<file path="config.mk">
export PLATFORM = sky130hd
export DESIGN_NAME = ddr_arbiter_flat
export DESIGN_NICKNAME = d
export VERILOG_FILES = /design/src/rtl/ddr_arbiter_pkg.sv /design/src/rtl/ddr_arbiter_if.sv /design/src/rtl/ddr_arbiter_rr_priority_encoder.sv /design/src/rtl/ddr_arbiter.sv /design/src/flat_wrapper.sv
export SDC_FILE = /design/constraint.sdc
export NUM_CORES = 1
export LEC_CHECK = 0
export ABC_CLOCK_PERIOD_IN_PS = 16100
export CAP_MARGIN = 20
export CORE_AREA = 2 2 232 234
export CTS_CLUSTER_SIZE = 24
export DETAILED_ROUTE_END_ITERATION = 12
export DIE_AREA = 0 0 234 236
export GPL_ROUTABILITY_DRIVEN = 0
export PLACE_DENSITY = 0.33
export SLEW_MARGIN = 40
export SYNTH_ARGS = -nofsm -noshare
export SYNTH_HDL_FRONTEND = slang
export SYNTH_HIERARCHICAL = 1
export SYNTH_SLANG_ARGS = --single-unit
export TNS_END_PERCENT = 5
</file>
<file path="constraint.sdc">
create_clock -name clock -period 16.1 [get_ports clock]
set_clock_uncertainty 0.05 [all_clocks]
set_input_delay 4.025 -clock clock [delete_from_list [all_inputs] [get_ports clock]]
set_output_delay 4.025 -clock clock [all_outputs]
set_load 0.03 [all_outputs]
</file>
<file path="src/rtl/ddr_arbiter_pkg.sv">
// ddr_arbiter_pkg
// Shared definitions for the DDRAM burst arbiter: the arbiter state
// encoding, the largest supported requester count, and the helper that
// sizes requester index signals.
// Ports: none (package).

package ddr_arbiter_pkg;

    localparam int MAX_REQ = 8;

    typedef enum logic [1:0] {
        IDLE  = 2'd0,
        READ  = 2'd1,
        WRITE = 2'd2
    } arb_state_t;

    // Width of a requester index; never below one bit so a two-port
    // arbiter still has a real index signal.
    function automatic int idx_width(input int n);
        return (n <= 2) ? 1 : $clog2(n);
    endfunction

endpackage

</file>
<file path="src/rtl/ddr_arbiter_if.sv">
// ddr_arbiter_if
// Bundles the requester-side burst ports and the upstream DDRAM port of
// the arbiter.
// Ports (signals):
//   req_rd/req_wr/req_addr/req_burstLength/req_mask/req_din : per-port commands
//   req_waitReq/req_valid/req_burstDone                     : per-port status
//   req_dout                                                : shared read data
//   ddr_rd/ddr_wr/ddr_addr/ddr_burstLength/ddr_mask/ddr_din : upstream command
//   ddr_dout/ddr_waitReq/ddr_valid                          : upstream response
// Modports: master = requesters plus the DDRAM side, slave = arbiter.

interface ddr_arbiter_if #(
    parameter int NUM_REQ = 3,
    parameter int ADDR_W  = 32,
    parameter int DATA_W  = 64
);
    logic [NUM_REQ-1:0]                 req_rd;
    logic [NUM_REQ-1:0]                 req_wr;
    logic [NUM_REQ-1:0][ADDR_W-1:0]     req_addr;
    logic [NUM_REQ-1:0][7:0]            req_burstLength;
    logic [NUM_REQ-1:0][DATA_W/8-1:0]   req_mask;
    logic [NUM_REQ-1:0][DATA_W-1:0]     req_din;
    logic [NUM_REQ-1:0]                 req_waitReq;
    logic [NUM_REQ-1:0]                 req_valid;
    logic [NUM_REQ-1:0]                 req_burstDone;
    logic [DATA_W-1:0]                  req_dout;

    logic                               ddr_rd;
    logic                               ddr_wr;
    logic [ADDR_W-1:0]                  ddr_addr;
    logic [7:0]                         ddr_burstLength;
    logic [DATA_W/8-1:0]                ddr_mask;
    logic [DATA_W-1:0]                  ddr_din;
    logic [DATA_W-1:0]                  ddr_dout;
    logic                               ddr_waitReq;
    logic                               ddr_valid;

    modport master (
        output req_rd, req_wr, req_addr, req_burstLength, req_mask, req_din,
        output ddr_dout, ddr_waitReq, ddr_valid,
        input  req_waitReq, req_valid, req_burstDone, req_dout,
        input  ddr_rd, ddr_wr, ddr_addr, ddr_burstLength, ddr_mask, ddr_din
    );

    modport slave (
        input  req_rd, req_wr, req_addr, req_burstLength, req_mask, req_din,
        input  ddr_dout, ddr_waitReq, ddr_valid,
        output req_waitReq, req_valid, req_burstDone, req_dout,
        output ddr_rd, ddr_wr, ddr_addr, ddr_burstLength, ddr_mask, ddr_din
    );

endinterface

</file>
<file path="src/rtl/ddr_arbiter_rr_priority_encoder.sv">
// rr_priority_encoder
// Combinational round-robin encoder: returns the first asserted request
// found when searching upward from ptr, wrapping at NUM_REQ.
// Ports:
//   request : in  NUM_REQ  request vector
//   ptr     : in  IDX_W    index where the search starts
//   grant   : out IDX_W    winning index (0 when nothing requests)
//   any     : out 1        at least one request is asserted

module rr_priority_encoder
    import ddr_arbiter_pkg::*;
#(
    parameter int NUM_REQ = 3,
    parameter int IDX_W   = idx_width(NUM_REQ)
) (
    input  logic [NUM_REQ-1:0] request,
    input  logic [IDX_W-1:0]   ptr,
    output logic [IDX_W-1:0]   grant,
    output logic               any
);

    int               cand;
    logic [IDX_W-1:0] cand_idx;

    // The "any" flag doubles as a found marker so later candidates in the
    // wrapped search order cannot override the first hit.
    always_comb begin
        grant    = '0;
        any      = 1'b0;
        cand     = 0;
        cand_idx = '0;
        for (int i = 0; i < NUM_REQ; i++) begin
            cand     = (int'(ptr) + i) % NUM_REQ;
            cand_idx = IDX_W'(cand);
            if (!any && request[cand_idx]) begin
                any   = 1'b1;
                grant = cand_idx;
            end
        end
    end

endmodule

</file>
<file path="src/rtl/ddr_arbiter.sv">
// ddr_arbiter
// Shares one DDRAM burst port between NUM_REQ requesters. Each requester
// owns the port for a whole burst; owners are chosen round-robin and read
// data/handshakes are routed back to the current owner.
// Ports:
//   clock   : in  system clock
//   reset_n : in  synchronous active-low reset
//   bus     : ddr_arbiter_if.slave, requester ports and upstream DDRAM port
//             (address/data widths come from the interface parameters)

module ddr_arbiter
    import ddr_arbiter_pkg::*;
#(
    parameter int NUM_REQ = 3
) (
    input  logic            clock,
    input  logic            reset_n,
    ddr_arbiter_if.slave    bus
);

    localparam int               IDX_W    = idx_width(NUM_REQ);
    localparam logic [IDX_W-1:0] LAST_IDX = IDX_W'(NUM_REQ - 1);

    arb_state_t       state, next_state;
    logic [IDX_W-1:0] ptr, next_ptr;
    logic [IDX_W-1:0] owner, next_owner;
    logic [7:0]       beats, next_beats;

    logic [IDX_W-1:0] grant;
    logic             any;
    logic [IDX_W-1:0] sel;
    logic [7:0]       len_eff;
    logic             cmd_rd;
    logic             cmd_wr;
    logic             wr_beat;

    rr_priority_encoder #(
        .NUM_REQ (NUM_REQ),
        .IDX_W   (IDX_W)
    ) u_encoder (
        .request (bus.req_rd | bus.req_wr),
        .ptr     (ptr),
        .grant   (grant),
        .any     (any)
    );

    always_ff @(posedge clock) begin
        if (!reset_n) begin
            state <= IDLE;
            ptr   <= '0;
            owner <= '0;
            beats <= '0;
        end else begin
            state <= next_state;
            ptr   <= next_ptr;
            owner <= next_owner;
            beats <= next_beats;
        end
    end

    // Command fields come from the encoder winner while idle and from the
    // burst owner otherwise; only the strobes and handshakes depend on state.
    // All strobes are held inactive while reset_n is low.
    always_comb begin
        next_state = state;
        next_ptr   = ptr;
        next_owner = owner;
        next_beats = beats;

        sel     = (state == IDLE) ? grant : owner;
        len_eff = (bus.req_burstLength[grant] == 8'd0) ? 8'd1 : bus.req_burstLength[grant];
        cmd_rd  = bus.req_rd[grant];
        cmd_wr  = bus.req_wr[grant] & ~bus.req_rd[grant];
        wr_beat = bus.req_wr[owner] & ~bus.ddr_waitReq;

        bus.ddr_addr        = bus.req_addr[sel];
        bus.ddr_burstLength = bus.req_burstLength[sel];
        bus.ddr_mask        = bus.req_mask[sel];
        bus.ddr_din         = bus.req_din[sel];
        bus.ddr_rd          = 1'b0;
        bus.ddr_wr          = 1'b0;
        bus.req_waitReq     = '1;
        bus.req_valid       = '0;
        bus.req_burstDone   = '0;
        bus.req_dout        = bus.ddr_dout;

        if (reset_n) begin
            case (state)
                IDLE: begin
                    if (any) begin
                        bus.ddr_rd             = cmd_rd;
                        bus.ddr_wr             = cmd_wr;
                        bus.req_waitReq[grant] = bus.ddr_waitReq;
                        if (!bus.ddr_waitReq) begin
                            next_owner = grant;
                            next_ptr   = (grant == LAST_IDX) ? '0 : grant + 1'b1;
                            if (cmd_rd) begin
                                next_beats = len_eff;
                                next_state = READ;
                            end else begin
                                // The acceptance cycle carries the first write beat.
                                next_beats = len_eff - 8'd1;
                                if (len_eff == 8'd1) begin
                                    bus.req_burstDone[grant] = 1'b1;
                                end else begin
                                    next_state = WRITE;
                                end
                            end
                        end
                    end
                end
                READ: begin
                    bus.req_valid[owner] = bus.ddr_valid;
                    if (bus.ddr_valid) begin
                        next_beats = beats - 8'd1;
                        if (beats == 8'd1) begin
                            bus.req_burstDone[owner] = 1'b1;
                            next_state               = IDLE;
                        end
                    end
                end
                WRITE: begin
                    bus.ddr_wr             = bus.req_wr[owner];
                    bus.req_waitReq[owner] = bus.ddr_waitReq;
                    if (wr_beat) begin
                        next_beats = beats - 8'd1;
                        if (beats == 8'd1) begin
                            bus.req_burstDone[owner] = 1'b1;
                            next_state               = IDLE;
                        end
                    end
                end
                default: begin
                    next_state = IDLE;
                end
            endcase
        end
    end

endmodule

</file>
<file path="src/flat_wrapper.sv">
// flat-port wrapper written by rule: the top's interface ports become plain ports
module ddr_arbiter_flat import ddr_arbiter_pkg::*;
#(
    parameter int NUM_REQ = 3
)
  (clock, reset_n, bus_req_rd, bus_req_wr, bus_req_addr, bus_req_burstLength, bus_req_mask, bus_req_din, bus_ddr_dout, bus_ddr_waitReq, bus_ddr_valid, bus_req_waitReq, bus_req_valid, bus_req_burstDone, bus_req_dout, bus_ddr_rd, bus_ddr_wr, bus_ddr_addr, bus_ddr_burstLength, bus_ddr_mask, bus_ddr_din);
  ddr_arbiter_if #(.NUM_REQ(NUM_REQ)) bus_i ();
  input  logic clock;
  input  logic reset_n;
  input wire logic [$bits(bus_i.req_rd)-1:0] bus_req_rd;
  input wire logic [$bits(bus_i.req_wr)-1:0] bus_req_wr;
  input wire logic [$bits(bus_i.req_addr)-1:0] bus_req_addr;
  input wire logic [$bits(bus_i.req_burstLength)-1:0] bus_req_burstLength;
  input wire logic [$bits(bus_i.req_mask)-1:0] bus_req_mask;
  input wire logic [$bits(bus_i.req_din)-1:0] bus_req_din;
  input wire logic [$bits(bus_i.ddr_dout)-1:0] bus_ddr_dout;
  input wire logic [$bits(bus_i.ddr_waitReq)-1:0] bus_ddr_waitReq;
  input wire logic [$bits(bus_i.ddr_valid)-1:0] bus_ddr_valid;
  output wire logic [$bits(bus_i.req_waitReq)-1:0] bus_req_waitReq;
  output wire logic [$bits(bus_i.req_valid)-1:0] bus_req_valid;
  output wire logic [$bits(bus_i.req_burstDone)-1:0] bus_req_burstDone;
  output wire logic [$bits(bus_i.req_dout)-1:0] bus_req_dout;
  output wire logic [$bits(bus_i.ddr_rd)-1:0] bus_ddr_rd;
  output wire logic [$bits(bus_i.ddr_wr)-1:0] bus_ddr_wr;
  output wire logic [$bits(bus_i.ddr_addr)-1:0] bus_ddr_addr;
  output wire logic [$bits(bus_i.ddr_burstLength)-1:0] bus_ddr_burstLength;
  output wire logic [$bits(bus_i.ddr_mask)-1:0] bus_ddr_mask;
  output wire logic [$bits(bus_i.ddr_din)-1:0] bus_ddr_din;
  assign bus_i.req_rd = bus_req_rd;
  assign bus_i.req_wr = bus_req_wr;
  assign bus_i.req_addr = bus_req_addr;
  assign bus_i.req_burstLength = bus_req_burstLength;
  assign bus_i.req_mask = bus_req_mask;
  assign bus_i.req_din = bus_req_din;
  assign bus_i.ddr_dout = bus_ddr_dout;
  assign bus_i.ddr_waitReq = bus_ddr_waitReq;
  assign bus_i.ddr_valid = bus_ddr_valid;
  assign bus_req_waitReq = bus_i.req_waitReq;
  assign bus_req_valid = bus_i.req_valid;
  assign bus_req_burstDone = bus_i.req_burstDone;
  assign bus_req_dout = bus_i.req_dout;
  assign bus_ddr_rd = bus_i.ddr_rd;
  assign bus_ddr_wr = bus_i.ddr_wr;
  assign bus_ddr_addr = bus_i.ddr_addr;
  assign bus_ddr_burstLength = bus_i.ddr_burstLength;
  assign bus_ddr_mask = bus_i.ddr_mask;
  assign bus_ddr_din = bus_i.ddr_din;
  ddr_arbiter #(.NUM_REQ(NUM_REQ)) u_core (.clock(clock), .reset_n(reset_n), .bus(bus_i));
endmodule
</file>
==> run_results.csv, run 1 <==
group,metric,value,unit
outcome,status,"finished clean",
placed_design,port-buffer-count,468,
cts,cts_hold_buf,0,
synthesis,ys_top_cells_by_area,"mux2i_1 28%, o21ai_0 12%, buf_4 10%",
power_and_ir_drop,finalPower,2520,uW
floorplanning,start_util,8.74,%
synthesis,syn_nets,1105,
setup_path,crit_type,"input pin to output port",
floorplanning,ioPinCount,597,
synthesis,synth-edff-count,0,
cts,postCtsSetupBuffers,0,
synthesis,async_reset_ff_share,0,%
final_layout,synthToLayoutAreaGrowth,108,%
route,drtPass1Iterations,5,
timing,holdWs,0.449,ns
setup_path,crit_chain,"clkdlybuf4s50_1, or2_2, mux2i_1, mux2i_1, a21o_1, a211oi_4, buf_4, mux2_4, and2_4, buf_4, nand2_1, o21ai_0, clkdlybuf4s50_1",
route,first_iter_violations,289,
route,wl_per_cell,18.8,um
cts,h-tree-depth,1,
power_and_ir_drop,vdd_drop_max,0.000126,V
timing,worst_slew_pin_slew,0.707,ns
timing,rsz0062_at_grt,"no",
power_and_ir_drop,power.density,261,nW/um^2
global_routing,grt_max_degree,83,
placed_design,dp_hpwl,27.6,mm
global_routing,grt_pass1_wl,46.1,mm
setup_path,r2r_setup_slack,11.54,ns
setup_path,crit_family,"buffers and inverters",
cts,clk_latency,0.25,ns
route,wl,32.7,mm
timing,period_minus_slack,13.06,ns
synthesis,synth_top_area_share,28.5,%
global_routing,overflow,0,
cts,clk_pin_slew,0.05,ns
floorplanning,core.rowCount,85,
setup_path,start_kind,"input pin",
global_routing,track_usage,11.3,%
global_routing,grt_pass1_vias,6590,
cts,cts_buffers,3,
setup_path,cp_max_fo,47,
cts,cts_buffer_depth,2,
setup_path,cp.required,12.03,ns
cts,cts_tree,"built",
route,vias_per_cell,3.58,
final_layout,nets,1470,
synthesis,ys_types,62,
timing,fin_crit_sh,81.1,%
synthesis,yosysWarnings,6,
synthesis,ys_seq_area_share,6.04,%
synthesis,synth_top_cell_by_area,"mux2i_1",
timing,max_freq,76.6,MHz
timing,finalSetupViolations,0,
cts,cts-root-buf,"clkbuf_16",
synthesis,syn_area,4640,sq um
setup_path,path_buf_inv,4,
route,ant_nets,0,
setup_path,max_stage_delay,0.77,ns
timing,hold_viol_final,0,
final_layout,final_core_util,18.2,%
power_and_ir_drop,p_leak,0.00372,uW
timing,fin_setup_tns,0,ns
setup_path,endpoint_kind,"output port",
synthesis,synthFlopType,"dfxtp_1",
route,num_vias,6236,
floorplanning,dieArea,55200,sq um
timing,maxSlewHeadroom,52.7,%
setup_path,slowest_stage,"clkdlybuf4s50_1",
setup_path,arrival,8.98,ns
synthesis,avgSynthCellArea,6.79,sq um
floorplanning,die-height,236,um
synthesis,ys_ff_latch,14,
route,route.detailed.drc,0,
global_routing,antenna_found_initial,7,
floorplanning,fp.dieW,234,um
cts,clock_sinks,14,
synthesis,syn_inst,683,
floorplanning,core-area,53100,sq um
timing,slew_viol_final,0,
flow_run,drv_cap,0,
hold_path,holdCritPathClass,"flip-flop to flip-flop",
cts,cts_resized,0,
final_layout,drive_above_1_share,2.96,%
## layout by cell type, fill, tap and decap left out, types with 4 or more instances in the layout
cell             synthesis  layout
a21oi_1                 14      14
buf_4                   64       4
clkdlybuf4s50_1          0     468
dfxtp_1                 14      14
ha_1                    12      12
inv_1                   15      15
mux2i_1                132     131
nand2_1                121     121
nand2b_1                 8       8
nand3_1                 10      10
nand3b_1                 5       5
nor2_1                  25      25
nor3_1                   7       7
o21ai_0                113     113
o21ai_1                 17      16
o2bb2ai_1                5       5
or2_2                    4       4
or3_1                    4       4
## worst register-to-register path, stage by stage (launching register included)
cell and delay (ns):
dfxtp_1 0.37, inv_1 0.06, ha_1 0.38, mux2i_1 0.15
o21ai_0 0.30, nor4b_1 0.53, a211oi_4 0.08, buf_4 0.26
nor2b_4 0.44, a2bb2oi_1 0.23, and4_1 0.25, a21oi_1 0.30
ha_1 0.24, nand3_1 0.14, nor2_1 0.15, xnor2_1 0.11
a2111oi_1 0.40
## synthesized netlist by cell type (3+ instances only)
master / count
mux2i_1: 132
nand2_1: 121
o21ai_0: 113
buf_4: 64
clkbuf_1: 27
nor2_1: 25
buf_2: 20
o21ai_1: 17
inv_1: 15
a21oi_1: 14
dfxtp_1: 14
ha_1: 12
nand3_1: 10
nand2b_1: 8
nor3_1: 7
nand3b_1: 5
o2bb2ai_1: 5
buf_6: 4
or2_2: 4
or3_1: 4
a21boi_0: 3
a2bb2oi_2: 3
nand4_1: 3
o31ai_1: 3
## area by class of cell
type / count / area [sq um]
Antenna cell: 1 / 2.50
Clock buffer: 4 / 88.8
Fill cell: 6008 / 43400
Inverter: 15 / 56.3
Multi-Input combinational cell: 539 / 3620
Sequential cell: 14 / 280
Tap cell: 696 / 871
Timing Repair Buffer: 475 / 4750
## kinds of logic after synthesis
family / synth area share, %
simple gates: 21.0
compound gates: 23.3
fa+ha+maj: 3.24
flops: 6.04
buf+inv: 16.9
mux: 29.2
xor+xnor: 0.378
## report_power, final
| part | total, uW | switching, uW | internal [uW] | leakage, uW |
|---|---|---|---|---|
| Clock | 55.1 | 17.3 | 37.8 | 0.0000442 |
| Combinational | 2410 | 1450 | 953 | 0.00357 |
| Sequential | 62.9 | 15.7 | 47.3 | 0.000115 |
## final timing paths
| kind | end | cells past startpoint | start |
|---|---|---|---|
| max reg2reg | u_core/beats[4]$_SDFFE_PN0P_ | 16 | u_core/ptr[0]$_SDFFE_PN0P_ |
| min reg2reg | u_core/beats[1]$_SDFFE_PN0P_ | 2 | u_core/beats[1]$_SDFFE_PN0P_ |
| min | u_core/beats[1]$_SDFFE_PN0P_ | 2 | u_core/beats[1]$_SDFFE_PN0P_ |
| max | bus_ddr_mask[3] | 13 | bus_req_rd[2] |
## sequential cells by signal, summed over array words and instances (netlist names)
signal	flops
u_core/beats	8
u_core/owner	2
u_core/ptr	2
u_core/state	2
## layer usage
layer	vias to the layer above	track usage (%)	share of wire [%]
met5	-	0	0.037
met4	2	1.52	1.2
met1	2846	12.9	38
li1	3073	-	-
met2	294	21.1	52
met3	21	3.23	7.9
## metrics by stage
stage                     instances  cell area, sq um  setup WS (ns)
final                          1744              9660           3.04
after global routing           1744              9660           2.70
after CTS                      1743              9660           3.02
after detailed placement       1739              9570           3.03
after global placement         1739              9550           3.03
after floorplan                 683              4640           4.75
Note: power is estimated with default switching activity, not from simulation.
==> run 2, diff against run 1 <==
--- a/config.mk
+++ b/config.mk
@@ -5,14 +5,14 @@
 export SDC_FILE = /design/constraint.sdc
 export NUM_CORES = 1
 export LEC_CHECK = 0
-export ABC_CLOCK_PERIOD_IN_PS = 16100
+export ABC_CLOCK_PERIOD_IN_PS = 12150
 export CAP_MARGIN = 20
-export CORE_AREA = 2 2 232 234
+export CORE_AREA = 2 2 231 233
 export CTS_CLUSTER_SIZE = 24
 export DETAILED_ROUTE_END_ITERATION = 12
-export DIE_AREA = 0 0 234 236
+export DIE_AREA = 0 0 233 235
 export GPL_ROUTABILITY_DRIVEN = 0
-export PLACE_DENSITY = 0.33
+export PLACE_DENSITY = 0.34
 export SLEW_MARGIN = 40
 export SYNTH_ARGS = -nofsm -noshare
 export SYNTH_HDL_FRONTEND = slang
==> constraint.sdc (replaced) <==
create_clock -name clock -period 12.15 [get_ports clock]
set_clock_uncertainty 0.05 [all_clocks]
set_input_delay 3.0375 -clock clock [delete_from_list [all_inputs] [get_ports clock]]
set_output_delay 3.0375 -clock clock [all_outputs]
set_load 0.03 [all_outputs]
==> run 2 against run 1 <==
Against the previous run: global-route usage decreased by 0.21 points; sequential power is 35% higher; utilization grew 0.32 points; cell area increased by 0.14%.
==> run_results.csv, run 2 (same netlist as run 1, synthesis figures left out) <==
group,metric,value,unit
outcome,status,"finished clean",
power_and_ir_drop,p_leak,0.00374,uW
global_routing,grt_max_degree,73,
cts,cts_buffer_depth,2,
floorplanning,core-area,52200,sq um
route,wl,32.1,mm
route,drtPass1Iterations,5,
final_layout,final_cell_mix,"468 x clkdlybuf4s50_1, 131 x mux2i_1, 121 x nand2_1",
setup_path,crit_type,"input pin to output port",
placed_design,dp_hpwl,27.1,mm
final_layout,final_area,9680,sq um
final_layout,largest_register_ff_count,8,
final_layout,antennaDiodeCount,0,
flow_run,drv_cap,0,
route,vias_per_cell,3.59,
timing,worst_slew_pin_slew,0.726,ns
power_and_ir_drop,netSwitchingFraction,58.7,%
final_layout,synthToLayoutAreaGrowth,109,%
final_layout,nets,1471,
cts,cts_buffers,3,
timing,hold_viol_final,0,
timing,maxSlewHeadroom,51.6,%
power_and_ir_drop,vdd_drop_max,0.000255,V
cts,clk_pin_slew,0.05,ns
setup_path,cp.required,9.06,ns
floorplanning,fp.dieW,233,um
power_and_ir_drop,power_frac_clock,2.2,%
timing,max_freq,91.6,MHz
global_routing,track_usage,11.1,%
setup_path,endpoint_kind,"output port",
timing,finalSetupViolations,0,
final_layout,multi_input_area,3610,sq um
hold_path,holdCritPathClass,"flip-flop to flip-flop",
global_routing,grt_pass1_wl,45.3,mm
global_routing,overflow,0,
floorplanning,die-height,235,um
global_routing,antenna_found_initial,2,
final_layout,regMostFlops,"u_core/beats",
placed_design,port-buffer-count,468,
cts,cts_tree,"built",
cts,postCtsSetupBuffers,0,
cts,cts-root-buf,"clkbuf_16",
cts,h-tree-depth,1,
power_and_ir_drop,p_int,1390,uW
cts,cts_resized,0,
cts,clock_sinks,14,
timing,timing.final.ws_setup,1.23,ns
final_layout,fill_cells,5830,
setup_path,arrival,7.83,ns
final_layout,ff_latch_area,280,sq um
timing,fin_crit_sh,89.9,%
cts,clk_latency,0.25,ns
setup_path,start_kind,"input pin",
final_layout,final_common_cell,"clkdlybuf4s50_1",
route,num_vias,6224,
timing,slew_viol_final,0,
final_layout,drive_above_1_share,3.05,%
timing,fin_setup_tns,0,ns
setup_path,cp_max_fo,15,
timing,period_minus_slack,10.92,ns
global_routing,grt_pass1_vias,6395,
power_and_ir_drop,power.density,348,nW/um^2
placed_design,placed_cell_area,9590,sq um
floorplanning,start_util,8.88,%
floorplanning,core.rowCount,84,
route,ant_nets,0,
route,wl_per_cell,18.5,um
timing,rsz0062_at_grt,"no",
power_and_ir_drop,switching_power,1980,uW
power_and_ir_drop,pwr-share-seq,2.5,%
placed_design,place_worst_setup_slack,1.20,ns
floorplanning,ioPinCount,597,
power_and_ir_drop,p_comb_share,95.3,%
route,first_iter_violations,247,
route,route.detailed.drc,0,
cts,cts_hold_buf,0,
floorplanning,dieArea,54800,sq um
run 2: cell count changes in the layout (fill, tap and decap cells not counted):
cell and delta:
buf_12 +3, buf_4 +1, buf_6 -3, diode_2 -1, o21ai_2 +1, o21ai_4 -1
run 2: worst paths after layout:
kind                                                      to  cells past startpoint                    startpoint  slack [ns]
worst min-delay path            u_core/beats[1]$_SDFFE_PN0P_                      2  u_core/beats[1]$_SDFFE_PN0P_        0.46
worst max-delay path                    bus_req_burstDone[0]                     18                 bus_req_rd[2]        1.23
worst min register to register  u_core/beats[1]$_SDFFE_PN0P_                      2  u_core/beats[1]$_SDFFE_PN0P_        0.46
worst max register to register  u_core/beats[4]$_SDFFE_PN0P_                     16    u_core/ptr[0]$_SDFFE_PN0P_        7.55
run 2: layout make-up:
class	instances	share of cell area [%]
sequential	14	2.90
multi-input combinational	539	37.3
tap	688	8.89
clock buffer	4	0.918
inverter	15	0.582
timing repair buffer	476	49.4
run 2: per-layer routing:
metal  wire length, um  GRT usage (%)
met5                19              0
met2             16900           20.8
met1             12200           12.5
met4                93          0.637
met3              2920           3.88
run 2: power groups by stage:
stage	combinational (uW)	clock [uW]	sequential (uW)
after detailed placement	3260	0	85.9
after global placement	3280	0	86.1
after CTS	3270	76.0	85.2
after global routing	3430	77.2	88.3
after floorplan	2010	0	74.6
final	3210	72.8	84.7
run 2: through the flow:
stage / std cells / power (uW) / hold slack (ns) / utilization, %
after floorplan: 683 / 2080 / 0.407 / -
after global routing: 1736 / 3590 / 0.510 / 18.5
after CTS: 1736 / 3440 / 0.459 / 18.5
final: 1736 / 3370 / 0.456 / 18.5
after global placement: 1732 / 3370 / 0.445 / 18.4
after detailed placement: 1732 / 3340 / 0.450 / 18.4
run 2: critical path, stage by stage:
cell and delay (ns):
clkdlybuf4s50_1 0.46, or2_2 0.36, mux2i_1 0.15, mux2i_1 0.17, a21o_1 0.25, a211oi_4 0.40
buf_4 0.35, mux2i_1 0.22, a2bb2oi_1 0.42, and4_1 0.28, a21oi_1 0.13, inv_1 0.09
ha_1 0.13, nand3_1 0.14, nor4_4 0.24, a22oi_1 0.14, nor2_1 0.15, clkdlybuf4s50_1 0.70
==> run 3, diff against run 2 <==
--- a/config.mk
+++ b/config.mk
@@ -18,4 +18,4 @@
 export SYNTH_HDL_FRONTEND = slang
 export SYNTH_HIERARCHICAL = 1
 export SYNTH_SLANG_ARGS = --single-unit
-export TNS_END_PERCENT = 5
+export TNS_END_PERCENT = 1
==> results of run 3 <==
Same layout as run 2: the final DEF is identical, and so are final timing and power.
